## src/rtl/uart_cmd_parser_if.sv

```systemverilog
// FIFO-side handshake bundle between the command parser and the UART RX/TX FIFOs.
// master = parser (pops RX, pushes TX); slave = FIFO side.
interface uart_cmd_parser_if;
  logic       rx_empty;
  logic [7:0] read_data;
  logic       read_uart;
  logic       tx_full;
  logic       write_uart;
  logic [7:0] write_data;

  modport master (
    input  rx_empty, read_data, tx_full,
    output read_uart, write_uart, write_data
  );

  modport slave (
    output rx_empty, read_data, tx_full,
    input  read_uart, write_uart, write_data
  );
endinterface

```

## src/rtl/uart_cmd_parser.sv

```systemverilog
// ASCII command parser: "W hh CR" writes led, "R CR" reads it back; replies are queued into the TX FIFO.
// Reply is pushed 2 cycles after the CR pop; TX stalls on tx_full. CMD_TIMEOUT_EN adds a mid-command timeout.
module uart_cmd_parser #(
  parameter logic [7:0] LED_RESET = 8'h00
`ifdef CMD_TIMEOUT_EN
  , parameter int unsigned TIMEOUT_CYCLES = 100_000_000
`endif
) (
  input  logic               CLK,
  input  logic               RST_N,
  uart_cmd_parser_if.master  bus,
  output logic [7:0]         led,
  output logic               cmd_stb,
  output logic [7:0]         err_cnt
);

  typedef enum logic [2:0] {IDLE, W_HI, W_LO, W_END, R_END, FLUSH, SEND} state_t;

  localparam logic [7:0]  CH_CR   = 8'h0D;
  localparam logic [7:0]  CH_LF   = 8'h0A;
  localparam logic [7:0]  CH_W    = 8'h57;
  localparam logic [7:0]  CH_R    = 8'h52;
  localparam logic [31:0] OK_RPL  = {8'h00, CH_LF, CH_CR, 8'h4B};
  localparam logic [31:0] ERR_RPL = {8'h00, CH_LF, CH_CR, 8'h3F};

  state_t          state_q;
  logic [7:0]      led_q;
  logic            read_uart_q;
  logic            write_uart_q;
  logic [7:0]      write_data_q;
  logic            cmd_stb_q;
  logic [7:0]      err_cnt_q;
  logic [7:0]      wdat_q;
  logic [3:0][7:0] rbuf_q;
  logic [1:0]      last_q;
  logic [1:0]      idx_q;

  logic [7:0]      rx_up;
  logic            hex_vld;
  logic [3:0]      hex_nib;
  logic [7:0]      err_cnt_d;

  function automatic logic [7:0] hex_char(input logic [3:0] n);
    hex_char = (n < 4'd10) ? (8'h30 + {4'h0, n}) : (8'h37 + {4'h0, n});
  endfunction

  always_comb begin
    rx_up   = bus.read_data;
    hex_vld = 1'b0;
    hex_nib = 4'h0;
    if (bus.read_data >= 8'h61 && bus.read_data <= 8'h7A) rx_up = bus.read_data - 8'h20;
    if (rx_up >= 8'h30 && rx_up <= 8'h39) begin
      hex_vld = 1'b1;
      hex_nib = rx_up[3:0];
    end else if (rx_up >= 8'h41 && rx_up <= 8'h46) begin
      hex_vld = 1'b1;
      hex_nib = rx_up[3:0] + 4'd9;
    end
    err_cnt_d = (err_cnt_q == 8'hFF) ? err_cnt_q : err_cnt_q + 8'd1;
  end

`ifdef CMD_TIMEOUT_EN
  localparam int TW = $clog2(TIMEOUT_CYCLES + 1);
  logic [TW-1:0] to_cnt_q;
  logic          to_run;
  logic          to_hit;
  // Idle time only accrues while a command is partially received; every pop restarts it.
  assign to_run = (state_q inside {W_HI, W_LO, W_END, R_END, FLUSH}) && !read_uart_q;
  assign to_hit = (to_cnt_q == TW'(TIMEOUT_CYCLES));
`endif

  always_ff @(posedge CLK) begin
    if (!RST_N) begin
      state_q      <= IDLE;
      led_q        <= LED_RESET;
      read_uart_q  <= 1'b0;
      write_uart_q <= 1'b0;
      write_data_q <= 8'h00;
      cmd_stb_q    <= 1'b0;
      err_cnt_q    <= 8'h00;
      wdat_q       <= 8'h00;
      rbuf_q       <= '0;
      last_q       <= 2'd0;
      idx_q        <= 2'd0;
`ifdef CMD_TIMEOUT_EN
      to_cnt_q     <= '0;
`endif
    end else begin
      read_uart_q  <= 1'b0;
      write_uart_q <= 1'b0;
      cmd_stb_q    <= 1'b0;
`ifdef CMD_TIMEOUT_EN
      if (to_run) to_cnt_q <= to_cnt_q + TW'(1);
      else        to_cnt_q <= '0;
`endif
      if (state_q == SEND) begin
        if (!bus.tx_full) begin
          write_uart_q <= 1'b1;
          write_data_q <= rbuf_q[idx_q];
          idx_q        <= idx_q + 2'd1;
          if (idx_q == last_q) state_q <= IDLE;
        end
      end else if (read_uart_q) begin
        // read_data is still the popped byte during the pop cycle (FWFT head).
        case (state_q)
          IDLE: begin
            if (rx_up == CH_W)      state_q <= W_HI;
            else if (rx_up == CH_R) state_q <= R_END;
            else if (bus.read_data != CH_CR && bus.read_data != CH_LF) state_q <= FLUSH;
          end
          W_HI, W_LO: begin
            if (hex_vld) begin
              if (state_q == W_HI) begin
                wdat_q[7:4] <= hex_nib;
                state_q     <= W_LO;
              end else begin
                wdat_q[3:0] <= hex_nib;
                state_q     <= W_END;
              end
            end else if (bus.read_data == CH_CR) begin
              rbuf_q    <= ERR_RPL;
              last_q    <= 2'd2;
              idx_q     <= 2'd0;
              err_cnt_q <= err_cnt_d;
              state_q   <= SEND;
            end else begin
              state_q <= FLUSH;
            end
          end
          W_END: begin
            if (bus.read_data == CH_CR) begin
              led_q     <= wdat_q;
              cmd_stb_q <= 1'b1;
              rbuf_q    <= OK_RPL;
              last_q    <= 2'd2;
              idx_q     <= 2'd0;
              state_q   <= SEND;
            end else begin
              state_q <= FLUSH;
            end
          end
          R_END: begin
            if (bus.read_data == CH_CR) begin
              rbuf_q  <= {CH_LF, CH_CR, hex_char(led_q[3:0]), hex_char(led_q[7:4])};
              last_q  <= 2'd3;
              idx_q   <= 2'd0;
              state_q <= SEND;
            end else begin
              state_q <= FLUSH;
            end
          end
          FLUSH: begin
            if (bus.read_data == CH_CR) begin
              rbuf_q    <= ERR_RPL;
              last_q    <= 2'd2;
              idx_q     <= 2'd0;
              err_cnt_q <= err_cnt_d;
              state_q   <= SEND;
            end
          end
          default: state_q <= IDLE;
        endcase
      end
`ifdef CMD_TIMEOUT_EN
      else if (to_hit) begin
        state_q   <= IDLE;
        err_cnt_q <= err_cnt_d;
        to_cnt_q  <= '0;
      end
`endif
      else if (!bus.rx_empty) begin
        read_uart_q <= 1'b1;
      end
    end
  end

  assign bus.read_uart  = read_uart_q;
  assign bus.write_uart = write_uart_q;
  assign bus.write_data = write_data_q;
  assign led            = led_q;
  assign cmd_stb        = cmd_stb_q;
  assign err_cnt        = err_cnt_q;

endmodule

```

## src/flat_wrapper.sv

```systemverilog
// flat-port wrapper written by rule: the top's interface ports become plain ports
module uart_cmd_parser_flat 
#(
  parameter logic [7:0] LED_RESET = 8'h00

)
  (CLK, RST_N, led, cmd_stb, err_cnt, bus_rx_empty, bus_read_data, bus_tx_full, bus_read_uart, bus_write_uart, bus_write_data);
  uart_cmd_parser_if bus_i ();
  input  logic CLK;
  input  logic RST_N;
  output logic [7:0] led;
  output logic cmd_stb;
  output logic [7:0] err_cnt;
  input wire logic [$bits(bus_i.rx_empty)-1:0] bus_rx_empty;
  input wire logic [$bits(bus_i.read_data)-1:0] bus_read_data;
  input wire logic [$bits(bus_i.tx_full)-1:0] bus_tx_full;
  output wire logic [$bits(bus_i.read_uart)-1:0] bus_read_uart;
  output wire logic [$bits(bus_i.write_uart)-1:0] bus_write_uart;
  output wire logic [$bits(bus_i.write_data)-1:0] bus_write_data;
  assign bus_i.rx_empty = bus_rx_empty;
  assign bus_i.read_data = bus_read_data;
  assign bus_i.tx_full = bus_tx_full;
  assign bus_read_uart = bus_i.read_uart;
  assign bus_write_uart = bus_i.write_uart;
  assign bus_write_data = bus_i.write_data;
  uart_cmd_parser #(.LED_RESET(LED_RESET)) u_core (.CLK(CLK), .RST_N(RST_N), .bus(bus_i), .led(led), .cmd_stb(cmd_stb), .err_cnt(err_cnt));
endmodule
```

## config.mk

```make
export PLATFORM = sky130hd
export DESIGN_NAME = uart_cmd_parser_flat
export DESIGN_NICKNAME = d
export VERILOG_FILES = /design/src/rtl/uart_cmd_parser_if.sv /design/src/rtl/uart_cmd_parser.sv /design/src/flat_wrapper.sv
export SDC_FILE = /design/constraint.sdc
export NUM_CORES = 1
export LEC_CHECK = 0
export ABC_AREA = 1
export CORE_UTILIZATION = 30
export DETAILED_ROUTE_END_ITERATION = 6
export SLEW_MARGIN = 10
export SYNTH_ARGS = -nofsm -noshare
export SYNTH_HDL_FRONTEND = slang
export SYNTH_SLANG_ARGS = --single-unit
```

## constraint.sdc

```tcl
create_clock -name CLK -period 2.4 [get_ports CLK]
set_clock_uncertainty 0.15 [all_clocks]
set_input_delay 0.36 -clock CLK [delete_from_list [all_inputs] [get_ports CLK]]
set_output_delay 0.36 -clock CLK [all_outputs]
set_load 0.1 [all_outputs]
```

* Word level (Yosys, flattened, before mapping) *
Index checks and enable logic that the tools add are counted.
Widths: inputs -> output; s select.

storage, ports and cells
  bits in registers = 74
  word-level logic and storage cells = 128
  memories kept = 0
  bits in latches = 0
  output and inout bits = 27
  bits in read-only memories = 0
  bits in writable memories = 0

operators by class
  multiply operators = 0
  reductions and logical operators = 26
  equality and inequality tests = 21
  muxes and demuxes = 43
  $lt $le $gt $ge = 9
  shifts and indexed selects = 0
  bitwise gates (word level) = 6
  add/subtract/negate cells = 8
  divide/modulo/power cells = 0

operators with widths
  cell                 count
  $mux 32              4
  $pmux 32 s4          1
  $mux 8               7
  $add 6x4->7 const A  4
  $mux 3               9
  $reduce_and 5->1     4
  $mux 2               9
  $bmux 8 s2           1
  $eq 8x7->1 const B   2
  $ge 8x7->1 const B   2
  $le 8x7->1 const B   2
  $ne 8x4->1 const B   2
  $pmux 8 s2           1
  $pmux 3 s4           1
  $reduce_and 4->1     3
  $eq 3x3->1 const B   3
  $add 8x1->8 const B  1
  $eq 8x4->1 const B   1
  $eq 8x8->1 const B   1
  $ge 8x6->1 const B   1
  $le 8x6->1 const B   1
  $lt 4x4->1 const B   2
  $mux 4               2
  $sub 8x6->8 const B  1
  25 further kinds     48

* Logic depth before layout (Yosys ltp) *
Gate-level depths: netlist (run 1).

  depth after elaboration = 11
  mapped depth = 17
  depth with buffers taken out = 17

* Worst setup path after synthesis (run 1) *
OpenSTA, ideal clock, no wires.

  path type = reg-to-reg
  start = register u_core.err_cnt_q[0], in the netlist u_core.err_cnt[0]
  end = register u_core.err_cnt_q[4], in the netlist u_core.err_cnt[4]
  library setup time = 0.129 ns
  setup slack = 0.049 ns
  stages on the path, launching flop included = 10
  required time = 2.121 ns
  data arrival time = 2.072 ns
  cell sequence = dfxtp_1 -> ha_1 -> nand3_1 -> inv_1 -> nand3_1 -> nand4_1 -> inv_2 -> nand4_1 -> xor2_1 -> nor2_1

on the way
  longest elaborated chain between the ends = 5

ends and longest elaborated chain
  item                                       RTL line                                        text
  start: declaration                         uart_cmd_parser.sv:32                           logic [7:0] err_cnt_q;
  start signal: assignment                   uart_cmd_parser.sv:124                          err_cnt_q <= err_cnt_d;
  start signal: assignment                   uart_cmd_parser.sv:157                          err_cnt_q <= err_cnt_d;
  $add 8x1->8 or $eq 8x8->1 (tied branches)  uart_cmd_parser.sv:59                           err_cnt_d = (err_cnt_q == 8'hFF) ? err_cnt_q : err_cnt_q + 8'd1;
  $mux 8 (*)                                 uart_cmd_parser.sv:59
  $mux 8 (*)                                 uart_cmd_parser.sv:120, uart_cmd_parser.sv:153
  $mux 8                                     uart_cmd_parser.sv:112                          if (hex_vld) begin
  $pmux 8 s2 (*)                             uart_cmd_parser.sv:105                          case (state_q)

Mark *: on every way between the ends. The rest lies on a longest branch, timed or not. The select of a mux whose other input is x is not followed.
A chain may end at the register's enable or synchronous reset.

* Worst setup path after layout (run 1) *
  start = input port bus_read_data[3]
  end = register u_core.wdat_q[2]

on the way
  longest elaborated chain between the ends = 8

ends and longest elaborated chain
  item                                      RTL line                text
  start: declaration                        flat_wrapper.sv:15      input wire logic [$bits(bus_i.read_data)-1:0] bus_read_data;
  $ge 8x7->1 or $le 8x7->1 (tied branches)  uart_cmd_parser.sv:51   if (bus.read_data >= 8'h61 && bus.read_data <= 8'h7A) rx_up = bus.read_data - 8'h20;
  $logic_and 1x1->1                         uart_cmd_parser.sv:51
  $mux 8 (*)                                uart_cmd_parser.sv:51
  $ge 8x7->1 or $le 8x7->1 (tied branches)  uart_cmd_parser.sv:55   end else if (rx_up >= 8'h41 && rx_up <= 8'h46) begin
  $logic_and 1x1->1                         uart_cmd_parser.sv:55
  $mux 1                                    uart_cmd_parser.sv:55
  $mux 1                                    uart_cmd_parser.sv:52   if (rx_up >= 8'h30 && rx_up <= 8'h39) begin
  $reduce_and 5->1 (no line)                n/a
  end signal: assignment                    uart_cmd_parser.sv:117  wdat_q[3:0] <= hex_nib;
  end: declaration                          uart_cmd_parser.sv:33   logic [7:0] wdat_q;

Mark *: on every way between the ends. The rest lies on a longest branch, timed or not.

==> impl_metrics.toml, run 1 <==
[synthesis]
yosys-top-cells-area = "dfxtp_1, nand2_1, a21oi_1, nor2_1, o21ai_0"
ys.flop_type = "dfxtp_1"
yosysUniqueCellTypes = 45
syn_avg_cell_area_sq_um = 7.38
ys_ff_latch = 58
syn_inst = 422
synth_edf_count = 0
syn-num-nets = 442
yosysWarnings = 0
synth_top_area_share_pct = 37.3
synth_top_area_cell = "dfxtp_1"
async_reset_ff_share_pct = 0
synth_commonest_cells = "nand2_1, dfxtp_1, nor2_1"
syn_area_sq_um = 3110
ys_seq_area_share_pct = 37.3
synth.most_common_cell = "nand2_1"

[sta]
setup_slack_ns = 0.198
max_freq_mhz = 454
fin_crit_sh_pct = 91.7
fin_crit_ns = 2.20
whs_ns = 0.313
slew_viol_final = 0
finalSetupViolCount = 0
hold_viol_final = 0
rsz0062_at_grt = "false"

[worst_setup_path]
worstReg2RegEnd = "u_core.state_q[1]"
r2r-start = "u_core.state_q[0]"
reg2regPathDepth = 9
cp_max_fo = 7
crit_start = "bus_read_data[3]"
critPathKind = "input pin to flip-flop"
required_ns = 2.47
rrSetupSlack_ns = 0.50
endpoint_kind = "flip-flop"
critPathLaunchType = "input pin"
arrival_ns = 2.27
endpoint = "u_core.wdat_q[2]"

[placement]
portBuffers = 37
pre_cts_slack_ns = -0.297
dp_cells = 615
dp_hpwl_mm = 5.54
place_congestion = 0.876

[clock_tree]
root_buffer = "clkbuf_8"
cts_buffer_depth = 2
cts_hold_buf = 0
post_cts_buffers = 0
numCtsBuffers = 9
h-tree-depth = 3
clock-sinks = 58
insertion_delay_ns = 0.32
cts_resized = 0
cts_tree = "done"
cts.reportedPaths.clkPinSlew_ns = 0.06

[finish]
instances_no_fill = 631
diodes = 0
utilization_pct = 40.1
final_nets = 513
syn_to_final_growth_pct = 27.5
drive_above_1_share_pct = 25.3

[route]
drc = 0
wl_met2_mm = 3.29
drt_wl_total_mm = 7.12
first_pass_iters = 4
wl_met1_mm = 3.51
routedWlPerCell_microns = 11.3
vias_per_cell = 4.55
first_iter_violations = 111
top_layer_used = "met4"
drtAntennaViolNets = 0
vias = 2870
met3_length_microns = 234

[grt]
grt_pass1_vias = 2811
grt_pass1_wl_mm = 12.6
antenna_found_initial = 0
grt_max_degree = 36
grt-ovfl-total = 0
track_usage_pct = 14.2

[power]
leakagePower_nw = 1.68
max-vdd-ir-drop_mv = 0.239
p_per_area_nw_per_um2 = 482
power_mw = 1.92

[floorplan]
initial_utilization_pct = 31.4
rows = 36
die-area_sq_um = 10800
top_level_ports = 39
chipHeight_microns = 104
die_w_microns = 104
core_area_sq_um = 9910

[job]
max_cap_viol_count = 0

[min_path]
hold_path.class = "flip-flop to flip-flop"

[outcome]
status = "complete, no violations"
## critical path, cell delays in order
cell and delay (ns):
clkdlybuf4s50_1 0.54, nand2_2 0.13, clkinv_1 0.10, nor2_1 0.11, o31ai_1 0.08, buf_4 0.14
nor3_4 0.18, nand3_4 0.16, nand2_8 0.13, nand4_4 0.13, o21ai_1 0.15, nor2_1 0.05
## metal layers
layer	global-route usage (%)	vias up
met5	0	-
met3	3.70	8
met2	23.1	45
met4	5.10	0
met1	18.0	1283
li1	-	1534
## where the power goes
group	leakage, nW	total [mW]	internal, mW	switching (mW)
clock	0.0872	0.747	0.398	0.349
combinational	1.12	0.197	0.0738	0.123
sequential	0.467	0.971	0.967	0.00472
total	1.68	1.92	1.44	0.477
## flip-flops by register name, indices dropped and copies added, names as in the netlist
signal	flops
u_core.idx_q	2
u_core.led	8
u_core.rbuf_q	17
u_core.wdat_q	8
u_core.cmd_stb	1
u_core.last_q	2
u_core.bus.write_data	7
u_core.bus.read_uart	1
u_core.bus.write_uart	1
u_core.err_cnt	8
u_core.state_q	3
## cells in the final DEF (no fill, tap or decap), types with 2 or more instances in the layout
cell type        instances
buf_4                   62
o31ai_1                  2
inv_1                   47
nand3_2                  3
o21ai_0                 37
a211oi_1                 4
ha_1                     8
nor2_4                   6
a31oi_1                  2
nor2_2                   9
xor2_1                   7
nor3_1                   6
a21oi_2                  3
nor4_1                   2
a21oi_1                 41
dfxtp_1                 58
clkinv_2                 3
clkdlybuf4s50_1          9
clkbuf_1                 3
clkbuf_8                10
o21ai_1                  4
o21a_1                   2
nor2_1                  50
o211ai_1                 3
inv_2                    7
nand2_2                  9
nand3_4                  3
nand2_1                 56
nand4_1                  7
clkinv_4                 2
nand3_1                 15
dlymetal6s2s_1           2
## per-stage QoR
stage | setup TNS [ns] | area (sq um)
after detailed placement | -4.67 | 3780
after global routing | 0 | 3970
after CTS | 0 | 3950
final | 0 | 3970
after global placement | -2.35 | 3780
after floorplan | 0 | 3110
## kinds of logic (layout without fill, tap and decap cells)
family	after synthesis	after routing	synth area share (%)
and+or+nand+nor	172	172	28.7
AOI/OAI and AO/OA	104	104	18.7
adders and majority gates	8	8	3.22
other	1	1	0.120
xor gates and xnor gates	7	7	1.97
buffers and inverters	71	147	9.73
muxes	1	1	0.322
DFF	58	58	37.3
## worst min path at each step
stage	from	end	slack, ns	cells past startpoint
after floorplan	u_core.rbuf_q[10]	u_core.rbuf_q[10]	0.27	2
after detailed placement	u_core.wdat_q[2]	u_core.led[2]	0.30	2
after global placement	u_core.rbuf_q[17]	u_core.rbuf_q[17]	0.30	2
after CTS	u_core.rbuf_q[14]	u_core.rbuf_q[14]	0.32	2
final	u_core.wdat_q[2]	u_core.led[2]	0.31	2
after global routing	u_core.rbuf_q[14]	u_core.rbuf_q[14]	0.34	2
## layout make-up
cell class	instances	area [sq um]
fillers	1057	5940
multi-input cells	293	1670
inverters	58	230
well taps	133	166
clock inverters	3	15.0
clock buffers	13	149
flip-flops and latches	58	1160
repair buffers	73	581
(Power assumes the default switching activity.)
==> run 2, diff against run 1 <==
ABC_AREA = default   (was 1)
==> run 2 against run 1 <==
Compared with the run above: synthesized area decreased by 3.9%; critical path type unchanged; largest power group is now clock; maximum frequency shrank 6.7%; register-to-register slack worse by 0.18 ns; core utilization increased by 1.6 points; non-clock buffer count rose by 8; largest cell class unchanged; synthesized cell count fell by 16%; final cell count decreased by 11%.
==> impl_metrics.toml, run 2 <==
[clock_tree]
insertion_delay_ns = 0.34
clock-sinks = 58
cts_tree = "done"
root_buffer = "clkbuf_8"
cts.reportedPaths.clkPinSlew_ns = 0.07
numCtsBuffers = 9
h-tree-depth = 3
cts_buffer_depth = 2

[floorplan]
rows = 36
die-area_sq_um = 10400
top_level_ports = 39
chipHeight_microns = 102
die_w_microns = 102
core_area_sq_um = 9730
initial_utilization_pct = 30.7

[grt]
grt-ovfl-total = 0
antenna_found_initial = 0
grt_max_degree = 44
grt_pass1_wl_mm = 12.5
grt_pass1_vias = 2599
track_usage_pct = 15.6

[power]
power_frac_seq_pct = 42.7
clockPowerShare_pct = 49.1
switchingPower_uw = 525
max-vdd-ir-drop_mv = 0.371
leakagePower_nw = 1.67
p_per_area_nw_per_um2 = 565
netSwitchingFraction_pct = 22.9
power_frac_comb_pct = 8.2
p_int_mw = 1.77

[min_path]
min_to = "u_core.bus.write_data[1]"
hold_path.class = "flip-flop to flip-flop"
holdPathStages = 2
worstHoldStart = "u_core.bus.write_data[1]"

[synthesis]
ys_ff_latch = 58
ys_seq_area_share_pct = 38.8
synth_edf_count = 0
async_reset_ff_share_pct = 0
yosys-top-cells-area = "dfxtp_1, mux2i_1, nor2_1, nand2_1, ha_1"
syn_area_sq_um = 2990
synth_top_area_share_pct = 38.8
yosysWarnings = 0
yosysUniqueCellTypes = 62
synth_top_area_cell = "dfxtp_1"
ys.flop_type = "dfxtp_1"
synth_commonest_cells = "dfxtp_1, nor2_1, nand2_1"
syn_inst = 354
syn_avg_cell_area_sq_um = 8.45
synth.most_common_cell = "dfxtp_1"
syn-num-nets = 374

[sta]
maxSlewHeadroom_pct = 58.8
fin_crit_ns = 2.36
hold_viol_final = 0
worstMarginPinSlew_ns = 0.612
setup_tns_ns = 0
max_freq_mhz = 424
fin_crit_sh_pct = 98.3
whs_ns = 0.308
finalSetupViolCount = 0
slew_viol_final = 0

[worst_setup_path]
critPathLaunchType = "input pin"
required_ns = 2.52
rrSetupSlack_ns = 0.32
arrival_ns = 2.48
endpoint_kind = "flip-flop"
worstReg2RegEnd = "u_core.state_q[1]"
cp_max_fo = 3
r2r-start = "u_core.state_q[0]"
critPathKind = "input pin to flip-flop"
reg2regPathDepth = 5
crit_start = "bus_read_data[0]"

[route]
vias_per_cell = 5.02
drt_wl_total_mm = 7.56
vias = 2829
first_pass_iters = 4
drtAntennaViolNets = 0
first_iter_violations = 149
routedWlPerCell_microns = 13.4
drc = 0

[placement]
place_area_sq_um = 3690
dp_cells = 542
portBuffers = 37
dp_hpwl_mm = 5.57
place_congestion = 0.799

[finish]
final_nets = 445
instances_no_fill = 563
largest_register_ffs = 17
mostFrequentLayoutCells = "buf_4, dfxtp_1, nor2_1"
fin_area_sq_um = 4060
drive_above_1_share_pct = 24.7
mostFrequentLayoutCell = "buf_4"
diodes = 0
top_register = "u_core.rbuf_q"
syn_to_final_growth_pct = 35.6

[job]
max_cap_viol_count = 0

[outcome]
status = "complete, no violations"
-- run 2: cell count changes in the layout (fill, tap and decap cells not counted), sizes merged, moves of 20 or more --
| cell | delta |
|---|---|
| a21oi | -27 |
| nor2 | -22 |
| mux2i | +20 |
| nand2 | -32 |
| inv | -41 |
| o21ai | -30 |
-- run 2: cell type report --
type / count / area, sq um
fill: 1023 / 5670
multi-input combinational: 260 / 1760
sequential: 58 / 1160
timing repair buffer: 81 / 662
tap: 133 / 166
clock buffer: 10 / 138
clock inverter: 6 / 114
inverter: 15 / 56.3
-- run 2: worst max path at each step --
| stage | endpoint | slack, ns | cells after the start |
|---|---|---|---|
| after global routing | u_core.rbuf_q[14] | -0.01 | 7 |
| after floorplan | u_core.err_cnt[0] | 0.05 | 6 |
| after detailed placement | u_core.wdat_q[4] | -0.50 | 8 |
| after CTS | u_core.state_q[0] | 0.001 | 9 |
| after global placement | u_core.wdat_q[4] | -0.38 | 8 |
| final | u_core.rbuf_q[14] | 0.04 | 7 |
-- run 2: cell families (layout without fill, tap and decap cells) --
family	count (synthesis)	in the layout	synth area share, %
fa+ha+maj	8	8	3.35
flops	58	58	38.8
buf+inv	36	112	4.68
simple gates	140	140	23.3
xor+xnor	12	12	3.51
other cells	1	1	0.125
compound gates	74	74	17.0
mux	25	25	9.28
-- run 2: metal layers --
layer	share of wire, %	GRT usage [%]
met2	48	25.6
met5	0	0
met4	1.3	5.49
met1	47	19.7
met3	4.1	4.04
-- run 2: power groups by stage --
stage	registers, mW	logic, mW	clock network [mW]
2_1_floorplan	0.999	0.101	0
3_3_place_gp	1.00	0.175	0
3_5_place_dp	1.00	0.177	0
4_1_cts	0.979	0.179	1.15
5_1_grt	0.981	0.206	1.19
6_report	0.980	0.188	1.13
-- run 2: critical path: stages --
cell and delay, ns:
clkdlybuf4s50_1 0.50, ha_2 0.20, nand4bb_1 0.14, or3_4 0.38
or2_1 0.26, or4_1 0.50, a21oi_1 0.14
-- run 2: through the flow --
stage	utilization [%]	setup WS [ns]	total power, mW
after floorplan	-	0.0491	1.10
final	41.7	0.0410	2.29
after global placement	37.9	-0.385	1.18
after global routing	41.7	-0.0107	2.38
after CTS	40.5	0.00128	2.31
after detailed placement	37.9	-0.502	1.18
-- run 2: timing repair --
action                     in CTS  in global routing
hold buffers                    0                  0
cloned                          0                  1
pin swaps                       0                  2
setup buffers                   0                  4
setup endpoints to repair      10                 38
resized for setup               1                 23
==> run 3, diff against run 2 <==
CORE_ASPECT_RATIO = 0.6   (was default)
==> run 3 against run 2 <==
Compared with the run above: first-iteration DRC count fell by 6.7%; die area grew 0.13%; final cell count down 0.18%; clock power increased by 9%; sequential cell count is the same; via count down 0.28%; worst hold slack got worse by 0.0061 ns; final area about the same; register-to-register slack gained 0.02 ns; global-route usage is 1.6 points higher.
==> impl_metrics.toml, run 3 (synthesized netlist as in run 2, its figures left out) <==
[clock_tree]
cts_buffer_depth = 2
cts_tree = "done"
numCtsBuffers = 9
insertion_delay_ns = 0.33
h-tree-depth = 3
clock-sinks = 58
root_buffer = "clkbuf_16"
cts.reportedPaths.clkPinSlew_ns = 0.05

[grt]
antenna_found_initial = 0
grt-ovfl-total = 0
grt_pass1_vias = 2648
grt_max_degree = 20
grt_pass1_wl_mm = 13.3
track_usage_pct = 17.2

[power]
p_int_mw = 1.85
switchingPower_uw = 556
power_mw = 2.41
leakagePower_nw = 1.70
power_frac_seq_pct = 40.7
netSwitchingFraction_pct = 23.1
power_frac_comb_pct = 8.2
max-vdd-ir-drop_mv = 0.386
p_per_area_nw_per_um2 = 593
clockPowerShare_pct = 51.0

[finish]
n_fill_cell = 928
utilization_pct = 43.0
diodes = 0
mostFrequentLayoutCells = "buf_4, dfxtp_1, nor2_1"
syn_to_final_growth_pct = 35.6
largest_register_ffs = 17
drive_above_1_share_pct = 24.1
final_nets = 447
mostFrequentLayoutCell = "buf_4"
top_register = "u_core.rbuf_q"

[route]
vias = 2821
drtAntennaViolNets = 0
first_iter_violations = 139
drt_wl_total_mm = 8.15
drc = 0
vias_per_cell = 5.02
first_pass_iters = 4
routedWlPerCell_microns = 14.5

[sta]
rsz0062_at_grt = "false"
fin_crit_sh_pct = 97.2
slew_viol_final = 0
finalSetupViolCount = 0
fin_crit_ns = 2.33
setup_slack_ns = 0.0673
hold_viol_final = 0
maxSlewHeadroom_pct = 59.8
worstMarginPinSlew_ns = 0.595
max_freq_mhz = 429

[placement]
pre_cts_slack_ns = -0.548
place_congestion = 0.862
portBuffers = 37
dp_hpwl_mm = 6.04

[floorplan]
initial_utilization_pct = 31.7
core_area_sq_um = 9430
die-area_sq_um = 10400
top_level_ports = 39
die_w_microns = 131
chipHeight_microns = 79.4
rows = 27

[worst_setup_path]
arrival_ns = 2.45
required_ns = 2.51
critPathKind = "input pin to flip-flop"
endpoint_kind = "flip-flop"
critPathLaunchType = "input pin"
cp_max_fo = 6

[job]
max_cap_viol_count = 0

[outcome]
status = "complete, no violations"

[min_path]
hold_path.class = "flip-flop to flip-flop"
[run 3: power by group through the flow]
| stage | Clock (mW) | Sequential, mW | Combinational [mW] |
|---|---|---|---|
| global route | 1.32 | 0.980 | 0.214 |
| CTS | 1.27 | 0.980 | 0.189 |
| floorplan | 0 | 0.999 | 0.101 |
| detailed placement | 0 | 1.00 | 0.187 |
| finish | 1.23 | 0.981 | 0.198 |
| global placement | 0 | 0.999 | 0.186 |
[run 3: cell type report]
type,instances,area (sq um),area share (%)
multi-input cells,260,1730,42.6
flip-flops and latches,58,1160,28.7
repair buffers,83,659,16.3
clock buffers,10,229,5.64
well taps,130,163,4.01
clock inverters,6,57.6,1.42
inverters,15,56.3,1.39
[run 3: worst max-delay path, stage by stage]
cell	delay (ns)
clkdlybuf4s50_1	0.59
nand4bb_1	0.19
or3_4	0.37
or2_4	0.27
or4_1	0.51
a21oi_1	0.14
[run 3: final timing paths]
kind	to	from	cells past startpoint	slack (ns)
min	u_core.bus.write_data[1]	u_core.bus.write_data[1]	2	0.30
max reg2reg	u_core.err_cnt[5]	u_core.state_q[1]	5	0.34
max	u_core.rbuf_q[14]	bus_read_data[2]	6	0.07
min reg2reg	u_core.bus.write_data[1]	u_core.bus.write_data[1]	2	0.30
[run 3: stage by stage]
stage / hold slack [ns] / area [sq um] / TNS, ns / cells
floorplan: 0.279 / 2990 / 0 / 354
global placement: 0.293 / 3710 / -12.47 / 544
detailed placement: 0.299 / 3710 / -14.66 / 544
CTS: 0.307 / 4010 / -0.0108 / 560
global route: 0.319 / 4060 / 0 / 562
finish: 0.302 / 4060 / 0 / 562
[run 3: timing repair]
action,CTS,global route
hold buffers,0,0
setup endpoints to repair,20,30
pin swaps,0,4
resized for setup,6,10
buffers inserted,0,2
[run 3: routing by layer]
| layer | wire (microns) | vias to the layer above | global-route usage, % |
|---|---|---|---|
| li1 | - | 1417 | - |
| met1 | 4270 | 1319 | 24.2 |
| met2 | 3250 | 72 | 23.9 |
| met3 | 499 | 13 | 5.39 |
| met4 | 130 | 0 | 6.78 |
| met5 | 0 | - | 0 |
